**src/rtl/ksz_bus_engine.sv**
```systemverilog
// Host-side bus master for a KSZ-style Ethernet controller: sequences the chip reset,
// then runs register and DMA transfers as address/data phases with programmable strobe timing.
module ksz_bus_engine #(
  parameter int DW             = 16,
  parameter int SETUP_CYC      = 1,
  parameter int STROBE_CYC     = 2,
  parameter int HOLD_CYC       = 1,
  parameter int RST_ASSERT_CYC = 491520,
  parameter int RST_WAIT_CYC   = 2097151
) (
  input  logic          sysclk,
  input  logic          reset,
  input  logic          soft_rst,
  input  logic          cmd_valid,
  output logic          cmd_ready,
  input  logic          cmd_dma,
  input  logic          cmd_write,
  input  logic          cmd_word,
  input  logic [7:0]    cmd_addr,
  input  logic [7:0]    cmd_len,
  input  logic [DW-1:0] wr_data,
  input  logic          wr_valid,
  output logic          wr_ready,
  output logic [DW-1:0] rd_data,
  output logic          rd_valid,
  output logic          init_req,
  input  logic          init_ack,
  output logic          busy,
  output logic          eth_rstn,
  output logic          eth_cmd,
  output logic          eth_rdn,
  output logic          eth_wrn,
  output logic [DW-1:0] sd_out,
  output logic          sd_oe,
  input  logic [DW-1:0] sd_in
);

  typedef enum logic [3:0] {
    RST_ASSERT, RST_WAIT, IDLE,
    ADDR_SETUP, ADDR_STROBE, ADDR_HOLD,
    DATA_SETUP, DATA_STROBE, DATA_HOLD
  } state_t;

  localparam int MAX_RST = (RST_ASSERT_CYC > RST_WAIT_CYC) ? RST_ASSERT_CYC : RST_WAIT_CYC;
  localparam int MAX_SS  = (SETUP_CYC > STROBE_CYC) ? SETUP_CYC : STROBE_CYC;
  localparam int MAX_BUS = (MAX_SS > HOLD_CYC) ? MAX_SS : HOLD_CYC;
  localparam int CNT_MAX = (MAX_RST > MAX_BUS) ? MAX_RST : MAX_BUS;
  localparam int CW      = $clog2(CNT_MAX + 1);

  localparam logic [CW-1:0] RA_LAST     = CW'(RST_ASSERT_CYC - 1);
  localparam logic [CW-1:0] RW_LAST     = CW'(RST_WAIT_CYC - 1);
  localparam logic [CW-1:0] SETUP_LAST  = CW'(SETUP_CYC - 1);
  localparam logic [CW-1:0] STROBE_LAST = CW'(STROBE_CYC - 1);
  localparam logic [CW-1:0] HOLD_LAST   = CW'(HOLD_CYC - 1);

  state_t        state_q, state_d;
  logic [CW-1:0] cnt_q, cnt_d;
  logic [7:0]    rem_q, rem_d;
  logic          write_q, write_d;
  logic          cmd_ready_q, cmd_ready_d;
  logic          wr_ready_q, wr_ready_d;
  logic          rd_valid_q, rd_valid_d;
  logic [DW-1:0] rd_data_q, rd_data_d;
  logic          init_req_q, init_req_d;
  logic          busy_q, busy_d;
  logic          eth_rstn_q, eth_rstn_d;
  logic          eth_cmd_q, eth_cmd_d;
  logic          eth_rdn_q, eth_rdn_d;
  logic          eth_wrn_q, eth_wrn_d;
  logic [DW-1:0] sd_out_q, sd_out_d;
  logic          sd_oe_q, sd_oe_d;

  logic [3:0]    be;
  logic [15:0]   addr_word;
  logic          in_addr, in_data;

  always_comb begin
    be[0] = (cmd_addr[1:0] == 2'd0);
    be[1] = (cmd_word && cmd_addr[1:0] == 2'd0) || (!cmd_word && cmd_addr[1:0] == 2'd1);
    be[2] = (cmd_addr[1:0] == 2'd2);
    be[3] = (cmd_word && cmd_addr[1:0] == 2'd2) || (!cmd_word && cmd_addr[1:0] == 2'd3);
    addr_word = {be, 4'b0000, cmd_addr};
  end

  // NOTE: every variable gets a default before the case so no path can infer a latch.
  always_comb begin
    state_d     = state_q;
    cnt_d       = cnt_q;
    rem_d       = rem_q;
    write_d     = write_q;
    rd_data_d   = rd_data_q;
    sd_out_d    = sd_out_q;
    init_req_d  = init_ack ? 1'b0 : init_req_q;
    cmd_ready_d = 1'b0;
    wr_ready_d  = 1'b0;
    rd_valid_d  = 1'b0;

    if (soft_rst) begin
      state_d    = RST_ASSERT;
      cnt_d      = '0;
      init_req_d = 1'b0;
    end else begin
      unique case (state_q)
        RST_ASSERT: begin
          cnt_d = cnt_q + 1'b1;
          if (cnt_q == RA_LAST) begin
            state_d = RST_WAIT;
            cnt_d   = '0;
          end
        end
        RST_WAIT: begin
          cnt_d = cnt_q + 1'b1;
          if (cnt_q == RW_LAST) begin
            state_d    = IDLE;
            cnt_d      = '0;
            init_req_d = 1'b1;
          end
        end
        IDLE: begin
          if (cmd_valid) begin
            cmd_ready_d = 1'b1;
            write_d     = cmd_write;
            rem_d       = (cmd_dma && cmd_len != 8'd0) ? cmd_len : 8'd1;
            sd_out_d    = DW'(addr_word);
            state_d     = cmd_dma ? DATA_SETUP : ADDR_SETUP;
            cnt_d       = '0;
          end
        end
        ADDR_SETUP: begin
          cnt_d = cnt_q + 1'b1;
          if (cnt_q == SETUP_LAST) begin
            state_d = ADDR_STROBE;
            cnt_d   = '0;
          end
        end
        ADDR_STROBE: begin
          cnt_d = cnt_q + 1'b1;
          if (cnt_q == STROBE_LAST) begin
            state_d = ADDR_HOLD;
            cnt_d   = '0;
          end
        end
        ADDR_HOLD: begin
          cnt_d = cnt_q + 1'b1;
          if (cnt_q == HOLD_LAST) begin
            state_d = DATA_SETUP;
            cnt_d   = '0;
          end
        end
        DATA_SETUP: begin
          // A write waits here, counter frozen, until the next word is offered.
          if (!write_q || wr_valid) begin
            cnt_d = cnt_q + 1'b1;
            if (cnt_q == SETUP_LAST) begin
              state_d    = DATA_STROBE;
              cnt_d      = '0;
              wr_ready_d = write_q;
            end
          end
        end
        DATA_STROBE: begin
          cnt_d = cnt_q + 1'b1;
          if (cnt_q == STROBE_LAST) begin
            state_d = DATA_HOLD;
            cnt_d   = '0;
            if (!write_q) begin
              rd_data_d  = sd_in;
              rd_valid_d = 1'b1;
            end
          end
        end
        DATA_HOLD: begin
          cnt_d = cnt_q + 1'b1;
          if (cnt_q == HOLD_LAST) begin
            cnt_d   = '0;
            rem_d   = rem_q - 8'd1;
            state_d = (rem_q == 8'd1) ? IDLE : DATA_SETUP;
          end
        end
        default: begin
          state_d = RST_ASSERT;
          cnt_d   = '0;
        end
      endcase
    end

    in_addr = (state_d == ADDR_SETUP) || (state_d == ADDR_STROBE) || (state_d == ADDR_HOLD);
    in_data = (state_d == DATA_SETUP) || (state_d == DATA_STROBE) || (state_d == DATA_HOLD);

    // Write data tracks wr_data during setup and freezes once the strobe starts.
    if (write_d && (state_d == DATA_SETUP || (state_q == DATA_SETUP && state_d == DATA_STROBE)))
      sd_out_d = wr_data;

    eth_rstn_d = (state_d != RST_ASSERT);
    eth_cmd_d  = in_addr;
    sd_oe_d    = in_addr || (in_data && write_d);
    eth_wrn_d  = !((state_d == ADDR_STROBE) || (state_d == DATA_STROBE && write_d));
    eth_rdn_d  = !(state_d == DATA_STROBE && !write_d);
    busy_d     = (state_d != IDLE);
  end

  // NOTE: sequential state uses non-blocking assignments so all flops update together.
  always_ff @(posedge sysclk) begin
    if (reset) begin
      state_q     <= RST_ASSERT;
      cnt_q       <= '0;
      rem_q       <= '0;
      write_q     <= 1'b0;
      cmd_ready_q <= 1'b0;
      wr_ready_q  <= 1'b0;
      rd_valid_q  <= 1'b0;
      rd_data_q   <= '0;
      init_req_q  <= 1'b0;
      busy_q      <= 1'b1;
      eth_rstn_q  <= 1'b0;
      eth_cmd_q   <= 1'b0;
      eth_rdn_q   <= 1'b1;
      eth_wrn_q   <= 1'b1;
      sd_out_q    <= '0;
      sd_oe_q     <= 1'b0;
    end else begin
      state_q     <= state_d;
      cnt_q       <= cnt_d;
      rem_q       <= rem_d;
      write_q     <= write_d;
      cmd_ready_q <= cmd_ready_d;
      wr_ready_q  <= wr_ready_d;
      rd_valid_q  <= rd_valid_d;
      rd_data_q   <= rd_data_d;
      init_req_q  <= init_req_d;
      busy_q      <= busy_d;
      eth_rstn_q  <= eth_rstn_d;
      eth_cmd_q   <= eth_cmd_d;
      eth_rdn_q   <= eth_rdn_d;
      eth_wrn_q   <= eth_wrn_d;
      sd_out_q    <= sd_out_d;
      sd_oe_q     <= sd_oe_d;
    end
  end

  assign cmd_ready = cmd_ready_q;
  assign wr_ready  = wr_ready_q;
  assign rd_valid  = rd_valid_q;
  assign rd_data   = rd_data_q;
  assign init_req  = init_req_q;
  assign busy      = busy_q;
  assign eth_rstn  = eth_rstn_q;
  assign eth_cmd   = eth_cmd_q;
  assign eth_rdn   = eth_rdn_q;
  assign eth_wrn   = eth_wrn_q;
  assign sd_out    = sd_out_q;
  assign sd_oe     = sd_oe_q;

endmodule
```
**config.mk**
```make
export PLATFORM = sky130hd
export DESIGN_NAME = ksz_bus_engine
export DESIGN_NICKNAME = d
export VERILOG_FILES = /design/src/rtl/ksz_bus_engine.sv
export SDC_FILE = /design/constraint.sdc
export NUM_CORES = 1
export LEC_CHECK = 0
export ABC_AREA = 1
export CELL_PAD_IN_SITES_DETAIL_PLACEMENT = 0
export CELL_PAD_IN_SITES_GLOBAL_PLACEMENT = 1
export CORE_AREA = 2 2 99 120
export CTS_BUF_LIST = sky130_fd_sc_hd__clkbuf_4
export DETAILED_ROUTE_END_ITERATION = 10
export DIE_AREA = 0 0 101 122
export PLACE_DENSITY = 0.79
export SLEW_MARGIN = 20
export SYNTH_ARGS = -nofsm -noshare
export SYNTH_HDL_FRONTEND = slang
export SYNTH_SLANG_ARGS = --single-unit
```
**constraint.sdc**
```tcl
create_clock -name sysclk -period 2.9 [get_ports sysclk]
set_clock_uncertainty 0.2 [all_clocks]
set_input_delay 0.29 -clock sysclk [delete_from_list [all_inputs] [get_ports sysclk]]
set_output_delay 0.29 -clock sysclk [all_outputs]
set_load 0.01 [all_outputs]
```
==> impl_results.md, run 1 <==
- Via/cell ratio: 4.749
- Sequential share of the synthesized area: 0.3860
- PwrDens: 359.8 mW/mm2
- Layout cells sized above 1: 0.09792
- Maximum clock rate: 0.4130 GHz
- Hold buffer count at cts: 0
- Worst VDD drop: 0.1692 mV
- Ys Warns: 0
- FP Rows: 43
- Cell variety after synth: 42
- FF-to-FF setup slack: 0.48 ns
- Setup Buffers After CTS: 0
- Die area: 0.01232 mm2
- Global-route wire length before repair: 17160 um
- Port bufs: 98
- Top FF cell, synth: dfxtp_1
- CTS tree: yes
- Initial DRC count: 122
- DRC: 0
- RR Startpoint: cnt_q[13]
- Worst Min Path Start: wr_data[11]
- Final hold viol count: 0
- Initial antenna violation count: 0
- Syn nets: 632
- First-pass detailed-route iteration total: 6
- Worst Hold Class: in2reg
- Worst hold margin: 0.1971 ns
- Post-Syn Area: 0.003941 mm2
- Deepest clock path buffer count: 2
- Max_slew headroom: 0.5624
- Number of synthesized flops with an enable pin: 0
- Total gr overflow: 0
- Cells after Synth: 569
- Resized Gates After CTS: 0
- Routed length per placed instance: 12.82 um
- Synth Register Bits: 76
- Slew Viols, Final: 0
- Num ports: 99
- Setup_tns: 0 ns
- GRT Overall Usage: 0.1754
- Setup violators final: 0
- Clk sinks: 76
- Status: finished clean
- Dpl cells: 793
- Max-cap violations: 0
- Minimum clock period: 2.421 ns
- Crit. End Element: flop
- Largest net degree at the start of global routing: 26
- Startpoint types: flop
- Area Growth Syn to Fin: 31.43%
- Nets: 732
- Leakage dissipation: 2.243 nW
- TritonCTS Buffers: 9
- Later-pin clock latency in the skew report: 0.45 ns
- CP startpoint: cnt_q[13]
- Crit share post-route: 0.8349
- Ys async rst share: 0
- Post-Layout Cell Count: 809
- Post-route ant nets: 0
- Setup Crit Path Kind: reg2reg
- Vert. Die Dim: 122 um
- HPWL Detailed: 7878 um
- Synthesized area per cell: 6.927 um2
- ANT cells: 0
- Most frequent cells in the layout: nor2_1 (138), nand2_1 (102), clkdlybuf4s50_1 (98), dfxtp_1 (76), inv_1 (49)
- Most common cell after layout, fill and taps aside: nor2_1
- Critical-path maximum fanout: 23
- CP arrival: 2.57 ns
- Routed WL: 10370 um
- RSZ-0062 raised after global routing: false
- Via count: 3842
- Vias in the first global route: 3860
- Placer Congestion: 0.8459
- Core Area: 0.01130 mm2
- Horiz. Die Dim: 101 um
- Htree depth: 3
- Actual slew at the worst max-slew pin: 0.6557 ns
- Reg clk slew, reported paths: 0.14 ns
- Initial Util: 0.3488
- Root buffer cell: clkbuf_4
- Data required, critical path: 3.05 ns
## cell usage after synthesis (3+ instances only)
cell type | n | area share
xnor2_1 | 3 | 0.0067
nand2_1 | 102 | 0.097
nor2_1 | 138 | 0.13
dfxtp_1 | 76 | 0.39
xor2_1 | 11 | 0.024
nor2_4 | 4 | 0.011
a221oi_1 | 3 | 0.0067
buf_2 | 4 | 0.0051
o21ai_0 | 26 | 0.033
nand3_1 | 36 | 0.046
inv_1 | 49 | 0.047
a21oi_1 | 14 | 0.018
nand4_1 | 4 | 0.0063
clkbuf_1 | 5 | 0.0048
inv_2 | 16 | 0.015
a211oi_1 | 10 | 0.019
nand2_2 | 7 | 0.011
nor3_1 | 10 | 0.013
ha_1 | 6 | 0.019
nor2_2 | 8 | 0.013
o21ai_1 | 6 | 0.0076
a31oi_1 | 4 | 0.0063
o211a_1 | 3 | 0.0076
## sequential cells by signal, summed over array words and instances (netlist names), 4 cells and up
signal   count
cnt_q       21
rd_data     16
sd_out      16
rem_q        8
state_q      4
## area by class of cell
cell class | count | area (um2)
multi-input combinational | 414 | 2085
inverter | 65 | 244.0
timing repair buffer | 103 | 1018
sequential | 76 | 1521
clock inverter | 7 | 75.07
fill | 1178 | 6118
tap | 135 | 168.9
clock buffer | 9 | 67.56
## per-layer routing
layer	global-route usage	wire length, um	vias up
met3	0.05278	632	13
met2	0.2967	4949	93
met4	0.06672	160	0
li1	-	-	2017
met5	0	0	-
met1	0.2082	4632	1719
## power breakdown
group          switching [mW]  total [mW]  internal (mW)
registers             0.00175        1.05           1.05
logic                  0.0522       0.131         0.0785
clock network           0.419       0.686          0.267
total                   0.473        1.86           1.39
## per-stage QoR
| step | instance area, um2 | util | total power [mW] | setup WS (ns) |
|---|---|---|---|---|
| 2_1_floorplan | 3941 | - | 1.108 | 0.8372 |
| 3_3_place_gp | 5037 | 0.4458 | 1.203 | 0.4259 |
| 3_5_place_dp | 5037 | 0.4458 | 1.202 | 0.3530 |
| 4_1_cts | 5180 | 0.4585 | 1.894 | 0.4417 |
| 5_1_grt | 5180 | 0.4585 | 1.946 | 0.2005 |
| 6_report | 5180 | 0.4585 | 1.864 | 0.4788 |
## worst paths after layout
kind	end	cells after the start
max	sd_out[13]	16
min	sd_out[11]	3
max reg2reg	sd_out[13]	16
min reg2reg	cnt_q[5]	2
## kinds of logic after synthesis
family | after synthesis | share of synthesized area
AND/OR/NAND/NOR | 321 | 0.3638
buffers and inverters | 79 | 0.08508
flip-flops | 76 | 0.3860
AO/OA/AOI/OAI | 73 | 0.1149
XOR/XNOR | 14 | 0.03111
adder cells (fa/ha/maj) | 6 | 0.01905
## worst max-delay path, stage by stage (launching register included)
cell and delay (ns):
dfxtp_1 0.38, nor2_1 0.15, nand2_1 0.07, nor2_1 0.12, nand2_1 0.07, nor2_1 0.18, nand2_1 0.07, nand3_1 0.07
nand2_1 0.12, inv_2 0.11, nand2_4 0.07, nor2_8 0.16, nand2_8 0.14, nand2_2 0.17, inv_1 0.07, nor2_1 0.11
nor2_1 0.04
(Power assumes the default switching activity.)
==> run 2: changes to the inputs <==
- CORE_AREA: 2 2 99 120 -> 2 2 105 127
- DIE_AREA: 0 0 101 122 -> 0 0 107 129
- PLACE_DENSITY: 0.79 -> 0.74
- clock period: 2.9 -> 2.04 ns (I/O delays scaled with it)
==> run 2 against run 1 <==
  * Critical path type unchanged
  * Sequential share of layout area down 6.1 points
  * Highest routed layer unchanged
  * Die area increased by 12%
  * Largest cell class unchanged
  * Power is 52% higher
  * The flow now finishes with violations (negative setup slack)
==> impl_results.md, run 2 (synthesized netlist as in run 1, its figures left out) <==
- Status: finished, violations left
- Failing checks: negative setup slack
- Nets: 832
- Post-route ant nets: 0
- Most used cell, CP: nand2_2
- Max_slew headroom: 0.7124
- Vias in the first global route: 4369
- Initial Util: 0.3139
- Minimum clock period: 2.224 ns
- Reg clk slew, reported paths: 0.12 ns
- Delay of the slowest critical-path stage: 0.39 ns
- Setup Crit Path Kind: reg2reg
- Worst Hold Class: in2reg
- Layout cells sized above 1: 0.3928
- Port bufs: 98
- Worst VDD drop: 0.3726 mV
- Crit. End Element: flop
- Slew Viols, Final: 0
- Cell family contributing the most delay on the critical path: simple AND/OR/NAND/NOR gates
- Via/cell ratio: 4.584
- Global routing's busiest layer: met2
- HPWL Detailed: 8947 um
- Crit-path slowest cell: dfxtp_4
- WP buf/inv: 2
- GRT Overall Usage: 0.1815
- Area Growth Syn to Fin: 70.16%
- Leakage dissipation: 2.883 nW
- CP cell instances: inv_4 -> ha_4 -> nand2_2 -> nor2_2 -> nand3_2 -> nor2_2 -> nand2_2 -> nand2_2 -> nor2_4 -> nand2_4 -> nand2_4 -> nor2_8 -> nand2_8 -> buf_6 -> o211a_1
- CP arrival: 2.38 ns
- Setup_tns: -6.399 ns
- Reg with most FFs: cnt_q
- Actual slew at the worst max-slew pin: 0.4309 ns
- Initial DRC count: 155
- Later-pin clock latency in the skew report: 0.46 ns
- Dpl cells: 902
- Data required, critical path: 2.20 ns
- Met2 Track Usage GR: 0.3320
- Placer Congestion: 0.9046
- FP Rows: 45
- Worst hold margin: 0.1034 ns
- Max-cap violations: 0
- Vert. Die Dim: 129 um
- TritonCTS Buffers: 9
- FF-to-FF setup slack: -0.18 ns
- PnR worst setup slack: -0.1835 ns
- Worst Min Path Start: wr_data[8]
- Worst reg2reg endpoint: sd_out[4]
- RSZ-0062 raised after global routing: true
- RR Startpoint: cnt_q[0]
- Clk sinks: 76
- Post-Place Cell Area: 0.005692 mm2
- Routed WL: 12540 um
- Crit share post-route: 1.090
- Largest net degree at the start of global routing: 28
- Most frequent cells in the layout: clkdlybuf4s50_1 (98), nor2_1 (95), nand2_1 (85), buf_4 (83), dfxtp_1 (57)
- Routing usage on met3: 0.06130
- DRC: 0
- Routed length per placed instance: 13.35 um
- Core Area: 0.01256 mm2
- Die area: 0.01380 mm2
- Deepest clock path buffer count: 2
- Num ports: 99
- FF-to-FF path depth: 15
- Most common cell after layout, fill and taps aside: clkdlybuf4s50_1
- Setup violators final: 58
- Htree depth: 3
- Global-route wire length before repair: 19770 um
- Final Cell Area: 0.006706 mm2
- Post-Layout Cell Count: 939
- Startpoint types: flop
- Horiz. Die Dim: 107 um
- Total gr overflow: 0
- Worst hold endpoint: sd_out[8]
- WHS Path Cells: 3
- Finished Core Util: 0.5341
- CTS tree: yes
- M1 GR Usage: 0.1912
- Largest register FFs: 21
- PwrDens: 422.9 mW/mm2
- Root buffer cell: clkbuf_4
- Maximum clock rate: 0.4497 GHz
- Critical-path maximum fanout: 8
- Initial antenna violation count: 1
- First-pass detailed-route iteration total: 4
- Final hold viol count: 0
- Via count: 4304
[run 2: worst max-delay path by stage]
| stage | start | end | depth (start not counted) |
|---|---|---|---|
| after floorplan | cnt_q[0] | sd_out[2] | 18 |
| after global placement | cnt_q[12] | sd_out[4] | 13 |
| after detailed placement | cnt_q[12] | sd_out[3] | 13 |
| after CTS | cnt_q[0] | sd_out[3] | 13 |
| after global routing | cnt_q[19] | sd_out[3] | 13 |
| final | cnt_q[0] | sd_out[4] | 15 |
[run 2: what timing repair did]
| item | 4_1_cts | 5_1_grt |
|---|---|---|
| resized for setup | 56 | 162 |
| hold buffers | 0 | 0 |
| buffers inserted | 7 | 8 |
| setup endpoints to repair | 63 | 70 |
| pin swaps | 15 | 46 |
| gates cloned | 3 | 3 |
[run 2: report_power, final]
group | switching, mW | leakage (nW) | internal, mW
clock network | 0.553 | 0.0915 | 0.539
registers | 0.00372 | 0.623 | 1.48
logic | 0.109 | 2.17 | 0.151
[run 2: through the flow]
stage | power (mW) | setup WS (ns)
2_1_floorplan | 1.577 | 0.0002487
3_3_place_gp | 1.730 | -0.2063
3_5_place_dp | 1.731 | -0.2306
4_1_cts | 2.835 | -0.1880
5_1_grt | 2.963 | -0.3172
6_report | 2.836 | -0.1835
[run 2: worst reg2reg max path, cell delays in order (launching register included)]
cell	delay (ns)
dfxtp_4	0.39
inv_4	0.07
ha_4	0.13
nand2_2	0.04
nor2_2	0.08
nand3_2	0.11
nor2_2	0.14
nand2_2	0.08
nand2_2	0.10
nor2_4	0.04
nand2_4	0.07
nand2_4	0.07
nor2_8	0.15
nand2_8	0.12
buf_6	0.15
o211a_1	0.20
[run 2: metal layers]
layer  vias up  wire (um)
li1       2227          -
met1      1979       5016
met2        83       6653
met3        15        651
met4         0        218
met5         -          0
[run 2: cell type report]
cell class              instances  area, um2
diodes                          1      2.502
clock buffers                  12      90.09
clock inverters                 4      73.82
fillers                      1212       5849
inverters                      65      264.0
multi-input cells             415       2649
flip-flops and latches         76       1558
well taps                     164      205.2
repair buffers                201       1853
repair inverters                1      11.26
